$ cat config.mk
export PLATFORM = sky130hd
export DESIGN_NAME = nic_flit_tx
export DESIGN_NICKNAME = d
export VERILOG_FILES = /design/src/rtl/nic_flit_tx.sv
export SDC_FILE = /design/constraint.sdc
export NUM_CORES = 1
export LEC_CHECK = 0
export ABC_AREA = 1
export BUFFER_PORTS_ARGS = -buffer_cell sky130_fd_sc_hd__buf_4
export CORE_MARGIN = 2
export CORE_UTILIZATION = 51
export CTS_BUF_LIST = sky130_fd_sc_hd__clkbuf_8
export DETAILED_ROUTE_END_ITERATION = 7
export PLACE_DENSITY = 0.86
export SLEW_MARGIN = 10
export SYNTH_ARGS = -nofsm -noshare
export SYNTH_HDL_FRONTEND = slang
export SYNTH_SLANG_ARGS = --single-unit
$ cat constraint.sdc
create_clock -name clk -period 2.58 [get_ports clk]
set_clock_uncertainty 0.2 [all_clocks]
set_input_delay 0.516 -clock clk [delete_from_list [all_inputs] [get_ports clk]]
set_output_delay 0.516 -clock clk [all_outputs]
set_load 0.05 [all_outputs]
$ cat src/rtl/nic_flit_tx.sv
`default_nettype none
// ============================================================================
// Module   : nic_flit_tx
// Purpose  : Node-side injection transmitter for one router input port.
//            Accepts flits from the network interface and drives them onto
//            the router's incoming channel. Keeps one private credit counter
//            per VC plus a shared-buffer credit pool, prefers private
//            credits, and flags shared-credit flits on shared_vc_out.
//            Tracks head/tail framing and raises a sticky error on framing
//            violations and on credit-return overflow.
// Ports    : clk                  - clock, rising edge
//            reset                - asynchronous, active-low reset
//            inj_valid/inj_ready  - injection handshake (ready is comb.)
//            inj_vc/head/tail/data- offered flit
//            channel_out          - {valid, vc, head, tail, data}, registered
//            shared_vc_out        - flit on channel_out used a shared credit
//            flow_ctrl_in         - {credit_valid, credit_vc} private return
//            credit_for_shared_in - shared credit return
//            idle                 - all credits home and no packet open
//            error                - sticky protocol / credit error
// Revision : 1.0 - initial release
// ============================================================================
module nic_flit_tx #(
    parameter int NUM_VCS         = 4,
    parameter int VC_IDX_WIDTH    = $clog2(NUM_VCS),
    parameter int VC_CREDITS      = 4,
    parameter int SHARED_CREDITS  = 8,
    parameter int FLIT_DATA_WIDTH = 64,
    parameter int CHANNEL_WIDTH   = 1 + VC_IDX_WIDTH + 2 + FLIT_DATA_WIDTH
) (
    input  logic                       clk,
    input  logic                       reset,
    input  logic                       inj_valid,
    output logic                       inj_ready,
    input  logic [VC_IDX_WIDTH-1:0]    inj_vc,
    input  logic                       inj_head,
    input  logic                       inj_tail,
    input  logic [FLIT_DATA_WIDTH-1:0] inj_data,
    output logic [CHANNEL_WIDTH-1:0]   channel_out,
    output logic                       shared_vc_out,
    input  logic [VC_IDX_WIDTH:0]      flow_ctrl_in,
    input  logic                       credit_for_shared_in,
    output logic                       idle,
    output logic                       error
);

    localparam int c_PRIV_W = $clog2(VC_CREDITS + 1);
    localparam int c_SHR_W  = $clog2(SHARED_CREDITS + 1);

    localparam logic [c_PRIV_W-1:0] c_PRIV_MAX = c_PRIV_W'(VC_CREDITS);
    localparam logic [c_PRIV_W-1:0] c_PRIV_ONE = c_PRIV_W'(1);
    localparam logic [c_SHR_W-1:0]  c_SHR_MAX  = c_SHR_W'(SHARED_CREDITS);
    localparam logic [c_SHR_W-1:0]  c_SHR_ONE  = c_SHR_W'(1);

    typedef enum logic [0:0] {
        ST_IDLE = 1'b0,
        ST_OPEN = 1'b1
    } state_t;

    // ------------------------------------------------------------------
    // State
    // ------------------------------------------------------------------
    logic [c_PRIV_W-1:0]      r_priv [NUM_VCS];
    logic [c_SHR_W-1:0]       r_shr;
    state_t                   r_state;
    logic [VC_IDX_WIDTH-1:0]  r_open_vc;
    logic [CHANNEL_WIDTH-1:0] r_channel;
    logic                     r_shared;
    logic                     r_error;

    // ------------------------------------------------------------------
    // Acceptance and credit selection
    // ------------------------------------------------------------------
    logic                     w_priv_avail;
    logic                     w_shr_avail;
    logic                     w_accept;
    logic                     w_use_priv;
    logic                     w_use_shr;
    logic                     w_ret_valid;
    logic [VC_IDX_WIDTH-1:0]  w_ret_vc;

    assign w_priv_avail = (r_priv[inj_vc] != '0);
    assign w_shr_avail  = (r_shr != '0);
    // Ready looks only at the registered counters, so a credit returned
    // this cycle cannot open the gate until the next cycle.
    assign inj_ready    = inj_valid & (w_priv_avail | w_shr_avail);
    assign w_accept     = inj_ready;
    assign w_use_priv   = w_accept & w_priv_avail;
    assign w_use_shr    = w_accept & ~w_priv_avail;
    assign w_ret_valid  = flow_ctrl_in[VC_IDX_WIDTH];
    assign w_ret_vc     = flow_ctrl_in[VC_IDX_WIDTH-1:0];

    // ------------------------------------------------------------------
    // Private counter next-state
    // ------------------------------------------------------------------
    logic [NUM_VCS-1:0]  w_priv_cons;
    logic [NUM_VCS-1:0]  w_priv_ret;
    logic [c_PRIV_W-1:0] w_priv_nxt [NUM_VCS];
    logic                w_priv_ovf;

    always_comb begin
        w_priv_cons = '0;
        w_priv_ret  = '0;
        for (int v = 0; v < NUM_VCS; v++) begin
            w_priv_cons[v] = w_use_priv  & (inj_vc   == VC_IDX_WIDTH'(v));
            w_priv_ret[v]  = w_ret_valid & (w_ret_vc == VC_IDX_WIDTH'(v));
        end
    end

    always_comb begin
        w_priv_nxt = r_priv;
        w_priv_ovf = 1'b0;
        for (int v = 0; v < NUM_VCS; v++) begin
            // Consume and return on the same VC cancel out.
            if (w_priv_ret[v] && !w_priv_cons[v]) begin
                if (r_priv[v] == c_PRIV_MAX) begin
                    w_priv_ovf = 1'b1;
                end else begin
                    w_priv_nxt[v] = r_priv[v] + c_PRIV_ONE;
                end
            end else if (w_priv_cons[v] && !w_priv_ret[v]) begin
                w_priv_nxt[v] = r_priv[v] - c_PRIV_ONE;
            end
        end
    end

    // ------------------------------------------------------------------
    // Shared counter next-state
    // ------------------------------------------------------------------
    logic [c_SHR_W-1:0] w_shr_nxt;
    logic               w_shr_ovf;

    always_comb begin
        w_shr_nxt = r_shr;
        w_shr_ovf = 1'b0;
        if (credit_for_shared_in && !w_use_shr) begin
            if (r_shr == c_SHR_MAX) begin
                w_shr_ovf = 1'b1;
            end else begin
                w_shr_nxt = r_shr + c_SHR_ONE;
            end
        end else if (w_use_shr && !credit_for_shared_in) begin
            w_shr_nxt = r_shr - c_SHR_ONE;
        end
    end

    // ------------------------------------------------------------------
    // Framing checks
    // ------------------------------------------------------------------
    logic w_proto_err;

    assign w_proto_err = w_accept &
        (((r_state == ST_IDLE) & ~inj_head) |
         ((r_state == ST_OPEN) & (inj_head | (inj_vc != r_open_vc))));

    // ------------------------------------------------------------------
    // Registers and packet FSM
    // ------------------------------------------------------------------
    always_ff @(posedge clk or negedge reset) begin
        if (!reset) begin
            for (int v = 0; v < NUM_VCS; v++) begin
                r_priv[v] <= c_PRIV_MAX;
            end
            r_shr     <= c_SHR_MAX;
            r_state   <= ST_IDLE;
            r_open_vc <= '0;
            r_channel <= '0;
            r_shared  <= 1'b0;
            r_error   <= 1'b0;
        end else begin
            r_priv  <= w_priv_nxt;
            r_shr   <= w_shr_nxt;
            r_error <= r_error | w_priv_ovf | w_shr_ovf | w_proto_err;

            if (w_accept) begin
                r_channel <= {1'b1, inj_vc, inj_head, inj_tail, inj_data};
                r_shared  <= w_use_shr;
            end else begin
                r_channel <= '0;
                r_shared  <= 1'b0;
            end

            // Framing errors are flagged above; the FSM still follows the
            // head/tail bits so it resynchronises on the next packet.
            if (w_accept) begin
                if (inj_head) begin
                    r_state   <= inj_tail ? ST_IDLE : ST_OPEN;
                    r_open_vc <= inj_vc;
                end else if (inj_tail) begin
                    r_state   <= ST_IDLE;
                end
            end
        end
    end

    // ------------------------------------------------------------------
    // Outputs
    // ------------------------------------------------------------------
    logic w_all_priv_full;

    always_comb begin
        w_all_priv_full = 1'b1;
        for (int v = 0; v < NUM_VCS; v++) begin
            if (r_priv[v] != c_PRIV_MAX) begin
                w_all_priv_full = 1'b0;
            end
        end
    end

    assign channel_out   = r_channel;
    assign shared_vc_out = r_shared;
    assign error         = r_error;
    assign idle          = (r_state == ST_IDLE) & w_all_priv_full & (r_shr == c_SHR_MAX);

endmodule
`default_nettype wire

==> impl_metrics.sql, run 1 <==
INSERT INTO impl_metrics (metric_group, metric, value, unit) VALUES
('status', 'status', 'finished with violations', ''),
('status', 'failed_checks', 'negative hold slack', ''),
('routing', 'detail_route.wl_per_cell', '13.3', 'µm'),
('critical_path', 'reg2reg_depth', '16', ''),
('pwr', 'p_switching', '2.23', 'mW'),
('clocking', 'cts_max_path_buffers', '2', ''),
('timing', 'final_max_tran_viols', '0', ''),
('finish', 'area.growth.synth_to_final', '34.8', '%'),
('timing', 'max_freq', '406', 'MHz'),
('timing', 'layout_min_cycle_time', '2.47', 'ns'),
('finish', 'drive_above_1_share', '0.398', ''),
('timing', 'timing.max_slew.rel_slack', '0.550', ''),
('critical_path', 'criticalPathCategory', 'reg -> out', ''),
('pwr', 'ir_drop', '0.473', 'mV'),
('placed_design', 'routabilityCongestion', '0.864', ''),
('pwr', 'pwr_per_cell_area', '929', 'nW/µm²'),
('timing', 'setup_total_negative_slack', '0', 'ns'),
('critical_path', 'worstSetupStartpointType', 'flop', ''),
('logic_synthesis', 'synth.top_cells.by_area', 'sky130_fd_sc_hd__dfrtp_1, sky130_fd_sc_hd__inv_1, sky130_fd_sc_hd__nor2_4', ''),
('finish', 'n_fill_cell', '600', ''),
('logic_synthesis', 'synthesis.area', '4040', 'µm²'),
('pwr', 'p_comb_frac', '0.446', ''),
('grt', 'globalRoute.totalOverflow', '0', ''),
('timing', 'layout_setup_ws', '0.114', 'ns'),
('clocking', 'clk_pin_slew_worst_paths', '0.09', 'ns'),
('pwr', 'p_total', '5.06', 'mW'),
('clocking', 'post_cts.resized_instances', '0', ''),
('routing', 'total_drc_errors_in_the_routed_layout', '0', ''),
('timing', 'fin_crit_sh', '0.956', ''),
('min_path', 'hold_path.class', 'in -> async', ''),
('floorplanning', 'core_area', '7690', 'µm²'),
('placed_design', 'dpl-instance-area', '5280', 'µm²'),
('pwr', 'internal_cell_power', '2.84', 'mW'),
('clocking', 'postCtsSetupBuffers', '0', ''),
('finish', 'diodes', '0', ''),
('grt', 'grt.total_usage', '0.215', ''),
('logic_synthesis', 'synth.net_count', '494', ''),
('placed_design', 'place_worst_setup_slack', '0.0224', 'ns'),
('timing', 'final_hold_viol_count', '5', ''),
('pwr', 'netSwitchingFraction', '0.440', ''),
('grt', 'grt_max_degree', '53', ''),
('logic_synthesis', 'synth_seq_cells', '90', ''),
('routing', 'post_drt_via_cell_ratio', '4.69', ''),
('floorplanning', 'placementRows', '32', ''),
('routing', 'residual_antenna_violating_net_count_after_detailed_routing', '0', ''),
('clocking', 'cts_tree', 'done', ''),
('logic_synthesis', 'synth_top_cell_area_share', '0.526', ''),
('finish', 'final_net_count', '653', ''),
('floorplanning', 'floorplan.initialDensity', '0.526', ''),
('floorplanning', 'die_area', '8650', 'µm²'),
('grt', 'initial_antenna_violation_count', '0', ''),
('critical_path', 'highest_fanout_seen_on_the_critical_path', '5', ''),
('timing', 'rsz_0062_raised_after_global_routing', 'no', ''),
('placed_design', 'port-buffer-count', '147', ''),
('logic_synthesis', 'synth.distinct_cells', '29', ''),
('clocking', 'ctsHtreeMaxLevel', '3', ''),
('routing', 'detail_route.iter0.violations', '117', ''),
('grt', 'first_global_vias', '3290', ''),
('timing', 'holdWs', '-0.0155', 'ns'),
('floorplanning', 'die_w', '93.0', 'µm'),
('clocking', 'clock_sinks', '90', ''),
('finish', 'fin_util', '0.709', ''),
('routing', 'via_count', '3178', ''),
('clocking', 'number_of_cts_inserted_buffers', '9', ''),
('logic_synthesis', 'yosys_warnings', '0', ''),
('pwr', 'static-leakage-power', '3.03', 'nW'),
('clocking', 'ctsRootBufferMaster', 'sky130_fd_sc_hd__clkbuf_8', ''),
('critical_path', 'data_arrival_time_of_the_worst_path', '1.75', 'ns'),
('placed_design', 'dp_cells', '662', ''),
('clocking', 'clk_latency', '0.35', 'ns'),
('finish', 'post_layout_nonfiller_instances', '678', '');
[synth_stat cells]
master,n
sky130_fd_sc_hd__a21oi_1,2
sky130_fd_sc_hd__dfrtp_1,85
sky130_fd_sc_hd__nor3_1,7
sky130_fd_sc_hd__nand2_2,2
sky130_fd_sc_hd__nand4_1,5
sky130_fd_sc_hd__nor2_2,4
sky130_fd_sc_hd__or2_1,1
sky130_fd_sc_hd__nor2_1,48
sky130_fd_sc_hd__buf_6,1
sky130_fd_sc_hd__xor2_1,5
sky130_fd_sc_hd__or2_4,1
sky130_fd_sc_hd__fa_1,5
sky130_fd_sc_hd__buf_2,3
sky130_fd_sc_hd__o21ai_0,7
sky130_fd_sc_hd__nand3b_2,1
sky130_fd_sc_hd__a31oi_1,1
sky130_fd_sc_hd__inv_2,6
sky130_fd_sc_hd__nand2_1,59
sky130_fd_sc_hd__nand3_1,24
sky130_fd_sc_hd__inv_1,94
sky130_fd_sc_hd__dfstp_2,5
sky130_fd_sc_hd__nand2_4,3
sky130_fd_sc_hd__nand3_2,2
sky130_fd_sc_hd__nand3b_1,3
sky130_fd_sc_hd__nor2_4,31
sky130_fd_sc_hd__xor2_2,1
sky130_fd_sc_hd__o21ai_2,1
sky130_fd_sc_hd__ha_1,2
sky130_fd_sc_hd__buf_12,3
[state kept, by name, indices dropped and copies added, names as in the netlist]
signal,count
shared_vc_out,1
r_priv,12
r_state,1
r_shr,4
r_open_vc,2
error,1
channel_out,69
[routing by layer]
metal | vias to the layer above | routed length, µm | global-route usage
li1 | 1523 | - | -
met1 | 1515 | 3230 | 0.233
met2 | 127 | 4770 | 0.386
met3 | 13 | 825 | 0.0757
met4 | 0 | 163 | 0.0797
met5 | - | 0 | 0
[cells by family (layout without fill, tap and decap cells)]
family / after synthesis / after routing / share of synthesized area
buffers and inverters: 107 / 271 / 0.114
XOR/XNOR: 6 / 6 / 0.0149
AO/OA/AOI/OAI: 11 / 11 / 0.0149
flip-flops: 90 / 90 / 0.559
adder cells (fa/ha/maj): 7 / 7 / 0.0310
AND/OR/NAND/NOR: 191 / 191 / 0.266
[path summary, 6_finish.rpt]
check / from / endpoint / slack, ns
setup / recovery: r_priv[0]$_DFFE_PN0P_ / inj_ready / 0.11
hold / removal: reset / shared_vc_out$_DFF_PN0_ / -0.02
setup reg to reg: r_priv[0]$_DFFE_PN0P_ / r_shr[3]$_DFFE_PN1P_ / 0.19
hold reg to reg: r_priv[5]$_DFFE_PN1P_ / r_priv[5]$_DFFE_PN1P_ / 0.27
max in group asynchronous: reset / channel_out[49]$_DFF_PN0_ / 1.56
min in group clk: inj_data[45] / channel_out[45]$_DFF_PN0_ / 0.17
[power by group through the flow]
stage                     Combinational (mW)  Sequential (mW)  Clock, mW
after detailed placement                2.26             1.99          0
after floorplan                        0.948             2.64          0
after global routing                    2.44             2.00      0.917
final                                   2.26             1.96      0.842
after CTS                               2.28             1.97      0.870
after global placement                  2.20             1.97          0
[critical path, stage by stage, from the launching register on]
cell and delay [ns]:
sky130_fd_sc_hd__dfrtp_1 0.46, sky130_fd_sc_hd__nor2_2 0.18, sky130_fd_sc_hd__nand2_1 0.08, sky130_fd_sc_hd__nand2_1 0.06, sky130_fd_sc_hd__nand2_1 0.08, sky130_fd_sc_hd__nor2_2 0.16, sky130_fd_sc_hd__nor2_4 0.06, sky130_fd_sc_hd__inv_2 0.06
sky130_fd_sc_hd__nand2_4 0.07, sky130_fd_sc_hd__buf_4 0.20
[cell type report]
type                            instances  area, µm²  share of cell area
Inverter                              100        378              0.0693
Sequential cell                        90       2260               0.414
Clock buffer                            9        124              0.0227
Clock inverter                          7       43.8             0.00803
Timing Repair Buffer                  155       1190               0.218
Multi-Input combinational cell        215       1330               0.244
Tap cell                              102        128              0.0234
Note: power is estimated with default switching activity, not from simulation.
==> run 2, diff against run 1 <==
SLEW_MARGIN = 20   (was 10)
clock period = 2.8 ns   (was 2.58 ns; I/O delays follow)
==> run 2 against run 1 <==
Effect of this change:
- the flow now finishes without violations
- first-iteration DRC count down 38%
- via count down 2.1%
- total power down 4.5%
- largest cell class unchanged
- clock-buffer cell count unchanged
- critical endpoint is now idle
- largest power group unchanged
==> impl_metrics.sql, run 2 (synthesized netlist as in run 1, its figures left out) <==
INSERT INTO impl_metrics (metric_group, metric, value, unit) VALUES
('status', 'status', 'completed', ''),
('grt', 'first_global_vias', '3229', ''),
('placed_design', 'detailed_place_hpwl', '6.81', 'mm'),
('pwr', 'p_total', '4.84', 'mW'),
('clocking', 'cts_max_path_buffers', '2', ''),
('floorplanning', 'die_area', '8650', 'µm²'),
('routing', 'finalWirelength', '8.72', 'mm'),
('floorplanning', 'core_area', '7690', 'µm²'),
('finish', 'final_net_count', '651', ''),
('timing', 'slew_at_the_pin_closest_to_its_max_slew_limit', '0.565', 'ns'),
('finish', 'diodes', '0', ''),
('routing', 'residual_antenna_violating_net_count_after_detailed_routing', '0', ''),
('timing', 'layout_min_cycle_time', '2.56', 'ns'),
('critical_path', 'required_time_of_the_critical_path', '2.04', 'ns'),
('timing', 'timing.max_slew.rel_slack', '0.621', ''),
('floorplanning', 'floorplan.initialDensity', '0.526', ''),
('grt', 'globalRoute.totalOverflow', '0', ''),
('clocking', 'postCtsSetupBuffers', '0', ''),
('pwr', 'static-leakage-power', '3.05', 'nW'),
('timing', 'final_hold_viol_count', '0', ''),
('min_path', 'hold_path.class', 'in -> reg', ''),
('routing', 'detail_route.wl_per_cell', '12.9', 'µm'),
('routing', 'drtPass1Iterations', '4', ''),
('routing', 'via_count', '3110', ''),
('grt', 'initial_antenna_violation_count', '0', ''),
('clocking', 'clock_sinks', '90', ''),
('timing', 'max_freq', '390', 'MHz'),
('finish', 'n_fill_cell', '584', ''),
('floorplanning', 'top_level_ports', '148', ''),
('clocking', 'ctsRootBufferMaster', 'sky130_fd_sc_hd__clkbuf_8', ''),
('grt', 'grt_max_degree', '49', ''),
('routing', 'total_drc_errors_in_the_routed_layout', '0', ''),
('timing', 'setup_total_negative_slack', '0', 'ns'),
('timing', 'final_max_tran_viols', '0', ''),
('timing', 'fin_crit_sh', '0.915', ''),
('placed_design', 'port-buffer-count', '147', ''),
('timing', 'holdWs', '0.212', 'ns'),
('clocking', 'ctsHtreeMaxLevel', '3', ''),
('placed_design', 'routabilityCongestion', '0.851', ''),
('critical_path', 'critPathCaptureType', 'output port', ''),
('critical_path', 'worstSetupStartpointType', 'flop', ''),
('floorplanning', 'chipHeight', '93.0', 'µm'),
('timing', 'setup_violations', '0', ''),
('timing', 'rsz_0062_raised_after_global_routing', 'no', ''),
('finish', 'area.growth.synth_to_final', '35.7', '%'),
('grt', 'grt_pass1_wl', '14.4', 'mm'),
('placed_design', 'place_worst_setup_slack', '0.128', 'ns'),
('finish', 'largest_reg_flops', '69', ''),
('flow_run', 'max_cap_viol_count', '0', ''),
('clocking', 'number_of_cts_inserted_buffers', '9', ''),
('grt', 'grt.total_usage', '0.215', ''),
('finish', 'drive_above_1_share', '0.387', ''),
('finish', 'mostFrequentLayoutCell', 'sky130_fd_sc_hd__buf_4', ''),
('timing', 'layout_setup_ws', '0.239', 'ns'),
('critical_path', 'data_arrival_time_of_the_worst_path', '1.80', 'ns'),
('clocking', 'clk_pin_slew_worst_paths', '0.09', 'ns'),
('pwr', 'pwr_per_cell_area', '881', 'nW/µm²'),
('clocking', 'clk_latency', '0.35', 'ns'),
('finish', 'commonest_non_fill_non_tap_cells_in_the_layout', 'sky130_fd_sc_hd__buf_4, sky130_fd_sc_hd__inv_1, sky130_fd_sc_hd__dfrtp_1', ''),
('pwr', 'ir_drop', '0.472', 'mV'),
('routing', 'post_drt_via_cell_ratio', '4.60', ''),
('floorplanning', 'die_w', '93.0', 'µm'),
('clocking', 'cts_tree', 'done', ''),
('critical_path', 'highest_fanout_seen_on_the_critical_path', '3', ''),
('critical_path', 'criticalPathCategory', 'reg -> out', ''),
('routing', 'detail_route.iter0.violations', '72', ''),
('floorplanning', 'placementRows', '32', '');
run 2: cell count changes in the layout (fill, tap and decap cells not counted), moves of 2 or more:
cell	change
sky130_fd_sc_hd__inv_1	+2
sky130_fd_sc_hd__buf_4	-4
sky130_fd_sc_hd__bufinv_16	+2
sky130_fd_sc_hd__clkinv_2	-3
run 2: final timing paths:
path	start	to	slack (ns)	cells past startpoint
max in group asynchronous	reset	r_priv[5]$_DFFE_PN1P_	1.18	3
worst min-delay path	inj_data[61]	channel_out[61]$_DFF_PN0_	0.21	3
worst min register to register	r_priv[11]$_DFFE_PN1P_	r_priv[11]$_DFFE_PN1P_	0.28	2
worst max-delay path	r_priv[8]$_DFFE_PN1P_	idle	0.24	5
min in group asynchronous	reset	r_priv[7]$_DFFE_PN0P_	0.53	2
worst max register to register	r_priv[0]$_DFFE_PN0P_	r_shr[3]$_DFFE_PN1P_	0.27	16
run 2: stage by stage:
stage | utilization | cells | instance area (µm²)
final | 0.714 | 676 | 5490
after global routing | 0.714 | 676 | 5490
after CTS | 0.714 | 676 | 5490
after detailed placement | 0.685 | 659 | 5270
after global placement | 0.685 | 659 | 5270
after floorplan | - | 412 | 4040
run 2: where the power goes:
group / total (mW) / internal (mW) / switching, mW
clock: 0.950 / 0.499 / 0.452
sequential: 1.81 / 1.63 / 0.179
combinational: 2.08 / 0.662 / 1.42
total: 4.84 / 2.79 / 2.05
run 2: worst max-delay path, cell delays in order, from the launching register on:
cell and delay (ns):
sky130_fd_sc_hd__dfstp_2 0.54, sky130_fd_sc_hd__inv_1 0.06, sky130_fd_sc_hd__nor3_1 0.25, sky130_fd_sc_hd__nand3_1 0.15
sky130_fd_sc_hd__nor3_1 0.21, sky130_fd_sc_hd__buf_4 0.24
run 2: layout make-up:
cell class	count	area [µm²]	area share
flip-flops and latches	90	2260	0.412
repair buffers	153	1190	0.217
multi-input cells	215	1320	0.241
clock buffers	9	124	0.0226
well taps	102	128	0.0233
clock inverters	7	88.8	0.0162
inverters	100	378	0.0689
run 2: what timing repair did:
action / CTS / global route
hold buffers: 1 / 0
gates resized for setup: 0 / 0
hold endpoints to repair: 2 / 0
run 2: per-layer routing:
metal / up-vias / track usage / wire length (µm)
li1: 1518 / - / -
met1: 1449 / 0.226 / 3160
met2: 118 / 0.390 / 4640
met3: 25 / 0.0693 / 655
met4: 0 / 0.0993 / 270
met5: - / 0 / 0
==> run 3, diff against run 2 <==
CORE_UTILIZATION = 49   (was 51)
CTS_BUF_LIST = not set   (was sky130_fd_sc_hd__clkbuf_8)
PLACE_DENSITY = 0.83   (was 0.86)
==> run 3 against run 2 <==
Effect of this change:
- first-iteration DRC count is 39% higher
- worst hold slack worse by 0.20 ns
- non-clock buffer count decreased by 2
- register-to-register slack improved by 0.05 ns
- critical path depth unchanged
- final cell count rose by 0.15%
- maximum frequency is 0.68% lower
- clock-buffer cell count increased by 2
- sequential power barely moved
- die area grew 3.9%
- worst setup slack worse by 0.018 ns
- cell area decreased by 0.78%
==> impl_metrics.sql, run 3 (synthesized netlist as in run 1, its figures left out) <==
INSERT INTO impl_metrics (metric_group, metric, value, unit) VALUES
('clocking', 'cts_max_path_buffers', '2', ''),
('grt', 'grt_max_degree', '47', ''),
('routing', 'drtPass1Iterations', '4', ''),
('floorplanning', 'top_level_ports', '148', ''),
('clocking', 'cts_hold_repair.buffers', '0', ''),
('status', 'status', 'completed', ''),
('pwr', 'static-leakage-power', '3.01', 'nW'),
('pwr', 'pwr_per_cell_area', '859', 'nW/µm²'),
('grt', 'grt_pass1_wl', '13.3', 'mm'),
('critical_path', 'reg2reg_setup_slack', '0.32', 'ns'),
('finish', 'commonest_non_fill_non_tap_cells_in_the_layout', 'sky130_fd_sc_hd__buf_4, sky130_fd_sc_hd__inv_1, sky130_fd_sc_hd__dfrtp_1', ''),
('critical_path', 'critical_r2r_launch', 'r_priv[0]$_DFFE_PN0P_', ''),
('clocking', 'number_of_cts_inserted_buffers', '9', ''),
('critical_path', 'data_arrival_time_of_the_worst_path', '1.82', 'ns'),
('pwr', 'share_of_power_burned_in_the_clock_network', '0.171', ''),
('critical_path', 'worstSetupStartpointType', 'flop', ''),
('placed_design', 'detailed_place_hpwl', '6.51', 'mm'),
('timing', 'layout_min_cycle_time', '2.58', 'ns'),
('critical_path', 'reg2reg_depth', '15', ''),
('pwr', 'internal_cell_power', '2.64', 'mW'),
('finish', 'mostFrequentLayoutCell', 'sky130_fd_sc_hd__buf_4', ''),
('grt', 'grt.total_usage', '0.190', ''),
('grt', 'initial_antenna_violation_count', '0', ''),
('critical_path', 'criticalPathCategory', 'reg -> out', ''),
('timing', 'rsz_0062_raised_after_global_routing', 'no', ''),
('finish', 'diodes', '0', ''),
('timing', 'setup_total_negative_slack', '0', 'ns'),
('floorplanning', 'placementRows', '33', ''),
('pwr', 'p_switching', '2.04', 'mW'),
('pwr', 'seq_power_share', '0.386', ''),
('routing', 'finalWirelength', '8.35', 'mm'),
('clocking', 'clk_latency', '0.34', 'ns'),
('clocking', 'postCtsSetupBuffers', '0', ''),
('routing', 'detail_route.wl_per_cell', '12.3', 'µm'),
('finish', 'n_fill_cell', '616', ''),
('placed_design', 'port-buffer-count', '147', ''),
('critical_path', 'critPathCaptureType', 'output port', ''),
('finish', 'drive_above_1_share', '0.393', ''),
('clocking', 'clock_sinks', '90', ''),
('timing', 'timing.max_slew.rel_slack', '0.615', ''),
('routing', 'post_drt_via_cell_ratio', '4.57', ''),
('pwr', 'p_total', '4.68', 'mW'),
('clocking', 'cts_tree', 'done', ''),
('routing', 'residual_antenna_violating_net_count_after_detailed_routing', '0', ''),
('clocking', 'ctsHtreeMaxLevel', '3', ''),
('floorplanning', 'chipHeight', '94.8', 'µm'),
('finish', 'largest_reg_flops', '69', ''),
('flow_run', 'max_cap_viol_count', '0', ''),
('routing', 'detail_route.iter0.violations', '100', ''),
('finish', 'fin_util', '0.673', ''),
('timing', 'final_hold_viol_count', '0', ''),
('floorplanning', 'core_area', '8090', 'µm²'),
('critical_path', 'regToRegEndpoint', 'r_shr[3]$_DFFE_PN1P_', ''),
('grt', 'globalRoute.totalOverflow', '0', ''),
('timing', 'final_max_tran_viols', '0', ''),
('grt', 'first_global_vias', '2950', ''),
('clocking', 'post_cts.resized_instances', '0', ''),
('pwr', 'p_comb_frac', '0.443', ''),
('timing', 'fin_crit_sh', '0.921', ''),
('floorplanning', 'die_area', '8990', 'µm²'),
('timing', 'setup_violations', '0', ''),
('placed_design', 'routabilityCongestion', '0.860', ''),
('finish', 'area.growth.synth_to_final', '34.7', '%'),
('timing', 'slew_at_the_pin_closest_to_its_max_slew_limit', '0.577', 'ns'),
('floorplanning', 'die_w', '94.8', 'µm'),
('routing', 'total_drc_errors_in_the_routed_layout', '0', ''),
('clocking', 'clk_pin_slew_worst_paths', '0.09', 'ns'),
('finish', 'final_net_count', '649', ''),
('clocking', 'ctsRootBufferMaster', 'sky130_fd_sc_hd__clkbuf_8', ''),
('min_path', 'hold_path.class', 'in -> async', ''),
('floorplanning', 'floorplan.initialDensity', '0.500', ''),
('pwr', 'netSwitchingFraction', '0.435', ''),
('routing', 'via_count', '3095', ''),
('timing', 'max_freq', '388', 'MHz'),
('critical_path', 'highest_fanout_seen_on_the_critical_path', '3', ''),
('pwr', 'ir_drop', '0.324', 'mV'),
('critical_path', 'required_time_of_the_critical_path', '2.04', 'ns');
[run 3: how the worst max path moves through the flow]
stage                     startpoint              endpoint  slack [ns]  depth (start not counted)
4_1_cts        r_priv[8]$_DFFE_PN1P_                  idle        0.22                          5
3_3_place_gp               inj_vc[1]  r_shr[3]$_DFFE_PN1P_        0.25                         17
2_1_floorplan  r_priv[8]$_DFFE_PN1P_                  idle        0.17                          4
3_5_place_dp               inj_vc[0]  r_shr[3]$_DFFE_PN1P_        0.10                         17
6_report       r_priv[8]$_DFFE_PN1P_                  idle        0.22                          5
5_1_grt        r_priv[0]$_DFFE_PN0P_  r_shr[3]$_DFFE_PN1P_        0.03                         15
[run 3: per-layer routing]
layer,track usage,vias up,wire length [µm]
li1,-,1514,-
met1,0.224,1452,3260
met2,0.335,118,4300
met3,0.0463,11,623
met4,0.0713,0,164
met5,0,-,0
[run 3: cell type report]
cell class / count / area (µm²) / area share
Clock buffer: 11 / 141 / 0.0260
Clock inverter: 5 / 37.5 / 0.00689
Inverter: 100 / 378 / 0.0694
Multi-Input combinational cell: 215 / 1330 / 0.244
Sequential cell: 90 / 2260 / 0.415
Tap cell: 105 / 131 / 0.0241
Timing Repair Buffer: 151 / 1170 / 0.215
[run 3: stage by stage]
step | hold slack [ns] | setup WS [ns] | std cells | instance area, µm²
6_report | 0.0120 | 0.221 | 677 | 5450
3_5_place_dp | 0.266 | 0.101 | 661 | 5260
4_1_cts | 0.0203 | 0.219 | 677 | 5440
3_3_place_gp | 0.259 | 0.250 | 661 | 5260
5_1_grt | 0.0333 | 0.0326 | 677 | 5450
2_1_floorplan | 0.0644 | 0.166 | 412 | 4040
[run 3: power groups by stage]
stage / clock network (mW) / logic, mW / registers (mW)
final: 0.798 / 2.07 / 1.81
after CTS: 0.818 / 2.09 / 1.81
after floorplan: 0 / 0.872 / 2.44
after global routing: 0.880 / 2.25 / 1.84
after detailed placement: 0 / 2.09 / 1.83
after global placement: 0 / 2.01 / 1.82
[run 3: critical path, cell delays in order, from the launching register on]
cell and delay, ns:
sky130_fd_sc_hd__dfstp_2 0.54, sky130_fd_sc_hd__inv_1 0.06, sky130_fd_sc_hd__nor3_1 0.28, sky130_fd_sc_hd__nand3_1 0.12, sky130_fd_sc_hd__nor3_1 0.24, sky130_fd_sc_hd__buf_4 0.26
